$ cat src/rtl/hazard_stall_ctrl.sv
// Stall/flush controller for the 5-stage MIPS pipeline: load-use bubbles, data-memory
// wait-state freeze, taken-branch IF/ID flush, sticky memory timeout and stall counter.
module hazard_stall_ctrl #(
   parameter int TIMEOUT = 16,
   parameter int CNT_W   = 16
) (
   input  logic             clk_i,
   input  logic             rst_i,
   input  logic             ID_EX_MemRead,
   input  logic [4:0]       ID_EX_RegisterRt,
   input  logic [4:0]       IF_ID_RegisterRs,
   input  logic [4:0]       IF_ID_RegisterRt,
   input  logic             branch_taken_i,
   input  logic             mem_req_i,
   input  logic             mem_ack_i,
   output logic             PCWrite_o,
   output logic             IF_ID_Write_o,
   output logic             IF_ID_Flush_o,
   output logic             ID_EX_Bubble_o,
   output logic             Pipe_Freeze_o,
   output logic             timeout_o,
   output logic [CNT_W-1:0] stall_cnt_o
);

   localparam int WC_W = $clog2(TIMEOUT + 1);
   localparam logic [WC_W-1:0]  WC_ZERO = WC_W'(0);
   localparam logic [WC_W-1:0]  WC_ONE  = WC_W'(1);
   localparam logic [WC_W-1:0]  WC_MAX  = {WC_W{1'b1}};
   localparam logic [WC_W-1:0]  WC_THR  = WC_W'(TIMEOUT - 1);
   localparam logic [CNT_W-1:0] CNT_ONE = CNT_W'(1);
   localparam logic [CNT_W-1:0] CNT_MAX = {CNT_W{1'b1}};

   typedef enum logic [0:0] {ST_RUN = 1'b0, ST_WAIT = 1'b1} state_t;

   state_t           state_q, state_d;
   logic             pend_flush_q, pend_flush_d;
   logic [WC_W-1:0]  wait_cnt_q, wait_cnt_d;
   logic             timeout_q, timeout_d;
   logic [CNT_W-1:0] stall_cnt_q, stall_cnt_d;

   logic loaduse_s;
   logic pc_write_s, if_id_write_s, flush_s, bubble_s, freeze_s;

   // $zero is never a real load destination, so it cannot create a hazard
   assign loaduse_s = ID_EX_MemRead && (ID_EX_RegisterRt != 5'd0) &&
                      ((ID_EX_RegisterRt == IF_ID_RegisterRs) ||
                       (ID_EX_RegisterRt == IF_ID_RegisterRt));

   // State register with asynchronous active-low reset
   always_ff @(posedge clk_i or negedge rst_i) begin
      if (!rst_i) begin
         state_q      <= ST_RUN;
         pend_flush_q <= 1'b0;
         wait_cnt_q   <= WC_ZERO;
         timeout_q    <= 1'b0;
         stall_cnt_q  <= {CNT_W{1'b0}};
      end else begin
         state_q      <= state_d;
         pend_flush_q <= pend_flush_d;
         wait_cnt_q   <= wait_cnt_d;
         timeout_q    <= timeout_d;
         stall_cnt_q  <= stall_cnt_d;
      end
   end

   // Next-state logic: wait tracking, deferred branch flush, timeout and stall counting
   always_comb begin
      state_d      = state_q;
      pend_flush_d = pend_flush_q;
      wait_cnt_d   = wait_cnt_q;
      timeout_d    = timeout_q;
      stall_cnt_d  = stall_cnt_q;
      case (state_q)
         ST_RUN: begin
            if (mem_req_i && !mem_ack_i) begin
               state_d      = ST_WAIT;
               pend_flush_d = branch_taken_i;
               wait_cnt_d   = WC_ONE;
            end else begin
               state_d = ST_RUN;
            end
         end
         ST_WAIT: begin
            if (!mem_ack_i) begin
               pend_flush_d = pend_flush_q | branch_taken_i;
               if (wait_cnt_q != WC_MAX) begin
                  wait_cnt_d = wait_cnt_q + WC_ONE;
               end else begin
                  wait_cnt_d = wait_cnt_q;
               end
               if (wait_cnt_d >= WC_THR) begin
                  timeout_d = 1'b1;
               end else begin
                  timeout_d = timeout_q;
               end
            end else begin
               state_d      = ST_RUN;
               pend_flush_d = 1'b0;
               wait_cnt_d   = WC_ZERO;
            end
         end
         default: begin
            state_d      = ST_RUN;
            pend_flush_d = 1'b0;
            wait_cnt_d   = WC_ZERO;
         end
      endcase
      if (!pc_write_s && (stall_cnt_q != CNT_MAX)) begin
         stall_cnt_d = stall_cnt_q + CNT_ONE;
      end else begin
         stall_cnt_d = stall_cnt_q;
      end
   end

   // Output decode; every enable is held low while reset is asserted
   always_comb begin
      pc_write_s    = 1'b1;
      if_id_write_s = 1'b1;
      flush_s       = 1'b0;
      bubble_s      = 1'b0;
      freeze_s      = 1'b0;
      if (!rst_i) begin
         pc_write_s    = 1'b0;
         if_id_write_s = 1'b0;
      end else begin
         case (state_q)
            ST_RUN: begin
               if (mem_req_i && !mem_ack_i) begin
                  freeze_s      = 1'b1;
                  pc_write_s    = 1'b0;
                  if_id_write_s = 1'b0;
               end else if (loaduse_s) begin
                  pc_write_s    = 1'b0;
                  if_id_write_s = 1'b0;
                  bubble_s      = 1'b1;
               end else begin
                  flush_s = branch_taken_i;
               end
            end
            ST_WAIT: begin
               // Release cycle skips load-use detection; only the deferred flush applies
               if (!mem_ack_i) begin
                  freeze_s      = 1'b1;
                  pc_write_s    = 1'b0;
                  if_id_write_s = 1'b0;
               end else begin
                  flush_s = pend_flush_q;
               end
            end
            default: begin
               pc_write_s    = 1'b0;
               if_id_write_s = 1'b0;
            end
         endcase
      end
   end

   assign PCWrite_o      = pc_write_s;
   assign IF_ID_Write_o  = if_id_write_s;
   assign IF_ID_Flush_o  = flush_s;
   assign ID_EX_Bubble_o = bubble_s;
   assign Pipe_Freeze_o  = freeze_s;
   assign timeout_o      = timeout_q;
   assign stall_cnt_o    = stall_cnt_q;

endmodule
$ cat config.mk
export PLATFORM = sky130hd
export DESIGN_NAME = hazard_stall_ctrl
export DESIGN_NICKNAME = d
export VERILOG_FILES = /design/src/rtl/hazard_stall_ctrl.sv
export SDC_FILE = /design/constraint.sdc
export NUM_CORES = 1
export LEC_CHECK = 0
export CAP_MARGIN = 5
export CORE_MARGIN = 10
export CORE_UTILIZATION = 50
export DETAILED_ROUTE_END_ITERATION = 16
export GPL_TIMING_DRIVEN = 0
export PLACE_DENSITY = 0.87
export SLEW_MARGIN = 20
export SYNTH_ARGS = -nofsm -noshare
export SYNTH_HDL_FRONTEND = slang
export SYNTH_SLANG_ARGS = --single-unit
$ cat constraint.sdc
create_clock -name clk_i -period 7.3 [get_ports clk_i]
set_clock_uncertainty 0.1 [all_clocks]
set_input_delay 1.825 -clock clk_i [delete_from_list [all_inputs] [get_ports clk_i]]
set_output_delay 1.825 -clock clk_i [all_outputs]
set_load 0.05 [all_outputs]
==> key figures, run 1 <==
Detailed routing
  – DR top layer: met4
  – DR WL met2: 1.66 mm
  – Residual DRC: 0
  – DR iter-0 viols: 47
  – Metal-1 WL: 1.47 mm
  – Met3 WL post-DR: 345 µm
  – Drt wl/cell: 15.5 µm
  – Vias: 1292
  – Final wirelength: 3.53 mm
  – DR vias/cell: 5.69
  – Pre-Repair DR Iteration Count: 4
  – Detail Route Antenna Nets: 0

Logic synthesis
  – Synth Net Count: 173
  – Syn Area/Cell: 9.73 µm²
  – Synth warn: 0
  – Post-synth EDFFs: 0
  – Synth Instances: 150
  – Post-synth ARST share: 100%
  – Top_reg_cell synth: dfrtp_1
  – Post-synthesis sequential area ratio: 41.2%
  – Synth unique cells: 43
  – Synth Register Bits: 24
  – Cell Area, Synth: 1460 µm²

Place
  – Pre-CTS WS: 0.818 ns
  – DP Wirelength: 2.86 mm
  – Routability Congestion: 0.886
  – DP Area: 1910 µm²
  – IO Port Bufs: 42

Final layout
  – Nets: 220
  – Fin area: 1950 µm²
  – Utilization after layout: 70.1%
  – Fillers: 212
  – Share of layout cells above drive strength 1: 11.2%
  – Antenna cells: 0
  – Layout area overhead: 33.6%

Power and ir drop
  – Switching part of the total: 48.7%
  – Pwr per Cell Area: 324 nW/µm²
  – Peak VDD IR: 0.372 mV
  – Register share of total power: 35.8%
  – Switching pwr: 307 µW
  – Combinational share of power: 53.0%
  – Clock share of power: 11.2%
  – Leak: 0.000774 µW
  – Int Pwr: 324 µW

Critical path
  – Critical path peak fanout: 5
  – Worst r2r src: stall_cnt_o[0]
  – Crit end category: output pin
  – Critical path arrival: 4.54 ns
  – Startpoint types: input pin
  – Worst R2R Setup Slack: 5.21 ns
  – Critical path's slowest cell: clkdlybuf4s50_1
  – Buffers & Inverters on Critical Path: 2
  – Most frequent CP cell: clkdlybuf4s50_1
  – FF-to-FF path depth: 7
  – Worst path cell trace: clkdlybuf4s50_1 > or4_4 > o21ai_4 > nor2b_2 > or4_1 > o21ai_0 > clkdlybuf4s50_1
  – Setup CP Type: input pin to output pin
  – Terminus of the critical flop-to-flop path: stall_cnt_o[1]
  – Levels on crit path: 7
  – CP top delay family: buffers and inverters
  – Largest stage delay, worst path: 0.84 ns
  – Critical path required time: 5.38 ns

Die
  – Total die area: 5480 µm²
  – Core Rows: 19
  – Die Wd: 74.0 µm
  – Die Y: 74.0 µm
  – Starting Density: 52.5%
  – I/O pins: 43
  – Core Footprint: 2780 µm²

Job
  – Max-cap violations: 0

CTS
  – CTS buffer count: 3
  – Worst-path clk slew: 0.12 ns
  – Clock Latency Late Sink: 0.32 ns
  – Root Buffer: clkbuf_4
  – H-tree depth: 1
  – CTS tree: done
  – Max Buffers Root-to-Sink: 2
  – Hold buffers post-CTS: 0
  – Num Clock Sinks: 24
  – Number of setup buffers added after CTS: 0
  – PostCTS Resize Cnt: 0

Timing
  – Relative slew slack: 57.0%
  – Final hold viol count: 0
  – Final Cycle Share: 88.6%
  – Setup TNS: 0 ns
  – Fin crit period: 6.46 ns
  – RSZ-0062 raised after global routing: false
  – Setup ws final: 0.835 ns
  – Final setup fails: 0
  – Hold_ws: 0.388 ns
  – Worst Tran Pin Value: 0.645 ns
  – Final slew viol count: 0
  – Max Fclk: 155 MHz

Worst hold path
  – Worst min path class: flop to flop
  – Worst hold start: timeout_o
  – Hold depth: 1
  – Hold Path End: timeout_o

Global routing
  – First-pass GRT wire length: 6.20 mm
  – Antenna violations before repair: 0
  – Pin count of the biggest net entering global routing: 32
  – Vias in the first global route: 1362
  – GR Overflow Total: 0
  – Total GRT Usage: 13.9%

Outcome
  – Status: finished, final reports clean
## layout by cell type, fill, tap and decap left out, types with 3 or more instances in the layout
| cell type | instances |
|---|---|
| nand3_1 | 9 |
| inv_1 | 5 |
| nor3_2 | 5 |
| dfrtp_1 | 24 |
| and3_1 | 3 |
| nand2_1 | 16 |
| nor2_1 | 9 |
| a21oi_1 | 5 |
| a211oi_1 | 4 |
| clkbuf_4 | 3 |
| xor2_1 | 10 |
| xnor2_1 | 15 |
| o21ai_1 | 4 |
| clkdlybuf4s50_1 | 41 |
## power by group through the flow
| stage | Clock [µW] | Sequential [µW] | Combinational, µW |
|---|---|---|---|
| 3_3_place_gp | 0 | 223 | 331 |
| 6_report | 70.8 | 226 | 334 |
| 2_1_floorplan | 0 | 347 | 92.3 |
| 5_1_grt | 78.9 | 232 | 356 |
| 3_5_place_dp | 0 | 227 | 337 |
| 4_1_cts | 72.0 | 225 | 338 |
## metrics by stage
stage                     total power, µW  cells
after global placement                555    223
after detailed placement              564    223
after CTS                             635    227
final                                 631    227
after floorplan                       439    150
after global routing                  667    227
## cells by family (layout without fill, tap and decap cells)
kind of cell               count (synthesis)  count (layout)  synth area share [%]
AOI/OAI and AO/OA                         31              31                  15.6
adders and majority gates                  3               3                  2.40
xor gates and xnor gates                  25              25                  15.0
DFF                                       24              24                  41.2
and+or+nand+nor                           55              55                  21.0
buffers and inverters                     10              56                  3.34
muxes                                      2               2                  1.46
## layout make-up
type	instances	area [µm²]	area share, %
Multi-Input combinational cell	116	810	41.5
Sequential cell	24	601	30.8
Timing Repair Buffer	42	415	21.3
Tap cell	31	38.8	1.99
Clock buffer	4	36.3	1.86
Inverter	7	26.3	1.35
Buffer	3	22.5	1.16
## per-layer routing
layer  vias up  GRT usage, %
met1       614          15.8
met5         -             0
met3         6          6.25
met4         0          4.76
li1        627             -
met2        45          22.7
## how the worst max path moves through the flow
stage | slack, ns | startpoint | to
global route | 0.76 | ID_EX_RegisterRt[1] | IF_ID_Flush_o
global placement | 0.68 | rst_i | IF_ID_Flush_o
CTS | 0.81 | ID_EX_RegisterRt[1] | IF_ID_Flush_o
floorplan | 1.41 | ID_EX_RegisterRt[1] | IF_ID_Flush_o
finish | 0.84 | ID_EX_RegisterRt[1] | IF_ID_Flush_o
detailed placement | 0.82 | ID_EX_RegisterRt[1] | IF_ID_Flush_o
## synthesized netlist by cell type, drive strengths merged (5+ instances only)
cell / n / area (µm²)
nand2: 16 / 60.1
xor2: 10 / 87.6
a21oi: 7 / 42.5
inv: 7 / 26.3
nor2: 9 / 33.8
xnor2: 15 / 131
a211oi: 5 / 42.5
nor3: 6 / 55.1
nand3: 9 / 45.0
dfrtp: 24 / 601
o21ai: 7 / 46.3
## flip-flops by register name (all words and copies together), names as in the netlist
register and cells:
stall_cnt_o 16, state_q 1, timeout_o 1, wait_cnt_q 5
pend_flush_q 1
No activity file was read; power rests on OpenSTA's default activity.
==> inputs of run 2 (changes only) <==
CORE_UTILIZATION = 45   (was 50)
PLACE_DENSITY = 0.8   (was 0.87)
==> run 2 against run 1 <==
- sequential share of layout area is 0.51 points lower
- total power is 4.5% higher
- worst setup slack worse by 0.029 ns
- routed wire length is 6.8% higher
- combinational power hardly changed
- clock power is 39% higher
- cell area is 1.7% higher
- count of clock-buffer cells in the layout is 1 lower
- die area is 8.1% higher
- global-route usage is 0.75 points lower
- critical path type unchanged
- critical endpoint unchanged
==> key figures, run 2 (synthesis gave the netlist of run 1 again) <==
Die
  – Starting Density: 47.4%
  – Total die area: 5920 µm²
  – I/O pins: 43
  – Die Wd: 76.9 µm
  – Core Rows: 20
  – Core Footprint: 3080 µm²
  – Die Y: 76.9 µm

Final layout
  – Multi-input gate area: 810 µm²
  – Fillers: 276
  – Most frequent cells in the layout: clkdlybuf4s50_1 (41), dfrtp_1 (24), nand2_1 (16)
  – Antenna cells: 0
  – Share of layout cells above drive strength 1: 11.2%
  – Max reg flops: 16
  – Most common cell after layout, fill and taps aside: clkdlybuf4s50_1
  – Nets: 220
  – Reg area: 601 µm²
  – Layout area overhead: 35.8%

Worst hold path
  – Hold Path End: timeout_o
  – Hold depth: 1
  – Worst min path class: flop to flop
  – Worst hold start: timeout_o

Critical path
  – Terminus of the critical flop-to-flop path: stall_cnt_o[1]
  – FF-to-FF path depth: 7
  – Worst r2r src: stall_cnt_o[0]
  – Critical path peak fanout: 5
  – Worst R2R Setup Slack: 5.15 ns
  – Setup CP Type: input pin to output pin
  – Critical path required time: 5.38 ns
  – Critical path arrival: 4.57 ns
  – Crit end category: output pin
  – Startpoint types: input pin

Place
  – Routability Congestion: 0.790
  – IO Port Bufs: 42
  – DP Wirelength: 2.99 mm

Global routing
  – Antenna violations before repair: 0
  – Total GRT Usage: 13.2%
  – GR Overflow Total: 0
  – First-pass GRT wire length: 6.48 mm
  – Pin count of the biggest net entering global routing: 32
  – Vias in the first global route: 1386

Timing
  – Final hold viol count: 0
  – Max Fclk: 154 MHz
  – Setup TNS: 0 ns
  – Relative slew slack: 58.1%
  – Hold_ws: 0.393 ns
  – RSZ-0062 raised after global routing: false
  – Final setup fails: 0
  – Fin crit period: 6.49 ns
  – Worst Tran Pin Value: 0.628 ns
  – Final Cycle Share: 89.0%
  – Final slew viol count: 0

CTS
  – Max Buffers Root-to-Sink: 2
  – PostCTS Resize Cnt: 0
  – CTS buffer count: 3
  – CTS tree: done
  – Root Buffer: clkbuf_4
  – Clock Latency Late Sink: 0.32 ns
  – H-tree depth: 1
  – Hold buffers post-CTS: 0
  – Worst-path clk slew: 0.14 ns
  – Number of setup buffers added after CTS: 0
  – Num Clock Sinks: 24

Power and ir drop
  – Int Pwr: 349 µW
  – Leak: 0.000781 µW
  – Switching part of the total: 47.2%
  – Clock share of power: 15.0%
  – Pwr per Cell Area: 333 nW/µm²
  – Peak VDD IR: 0.231 mV
  – Register share of total power: 34.1%
  – Switching pwr: 311 µW
  – Combinational share of power: 50.9%

Detailed routing
  – Pre-Repair DR Iteration Count: 4
  – DR vias/cell: 5.40
  – DR iter-0 viols: 86
  – Final wirelength: 3.77 mm
  – Drt wl/cell: 15.7 µm
  – Residual DRC: 0
  – Detail Route Antenna Nets: 0
  – Vias: 1295

Job
  – Max-cap violations: 0

Outcome
  – Status: finished, final reports clean
## run 2: how the worst max path moves through the flow
stage / start / endpoint / slack (ns) / cells past startpoint
2_1_floorplan: ID_EX_RegisterRt[1] / IF_ID_Flush_o / 1.41 / 5
3_3_place_gp: rst_i / IF_ID_Flush_o / 0.72 / 5
3_5_place_dp: ID_EX_RegisterRt[1] / IF_ID_Flush_o / 0.79 / 7
4_1_cts: ID_EX_RegisterRt[1] / IF_ID_Flush_o / 0.79 / 7
5_1_grt: ID_EX_RegisterRt[1] / IF_ID_Flush_o / 0.72 / 7
6_report: ID_EX_RegisterRt[1] / IF_ID_Flush_o / 0.81 / 7
## run 2: worst max-delay path, stage by stage
cell	delay (ns)
clkdlybuf4s50_1	0.47
or4_4	0.57
o21ai_4	0.19
nor2b_2	0.10
or4_1	0.47
o21ai_0	0.10
clkdlybuf4s50_1	0.84
## run 2: layout make-up
cell class / instances / share of cell area, %
Clock inverter: 1 / 1.52
Multi-Input combinational cell: 116 / 40.8
Inverter: 7 / 1.33
Buffer: 3 / 1.14
Sequential cell: 24 / 30.3
Clock buffer: 3 / 1.14
Tap cell: 44 / 2.78
Timing Repair Buffer: 42 / 21.0
## run 2: per-stage QoR
step / power, µW / setup slack, ns / std cells / utilization [%] / instance area, µm²
after floorplan: 439 / 1.41 / 150 / - / 1460
after global placement: 555 / 0.717 / 236 / 62.8 / 1930
after detailed placement: 565 / 0.794 / 236 / 62.7 / 1930
after CTS: 665 / 0.787 / 240 / 64.4 / 1980
after global routing: 700 / 0.722 / 240 / 64.4 / 1980
final: 660 / 0.806 / 240 / 64.4 / 1980
## run 2: power by group through the flow
stage          logic [µW]  registers (µW)  clock network [µW]
2_1_floorplan        92.3             347                   0
3_3_place_gp          331             224                   0
3_5_place_dp          338             227                   0
4_1_cts               340             225                 100
5_1_grt               358             234                 108
6_report              336             225                98.7
## run 2: routing by layer
layer	vias up	share of wire (%)	global-route usage (%)
met5	-	0	0
met4	0	1.0	4.28
met3	5	6.2	4.55
met2	36	53	23.2
met1	629	40	14.4
li1	625	-	-
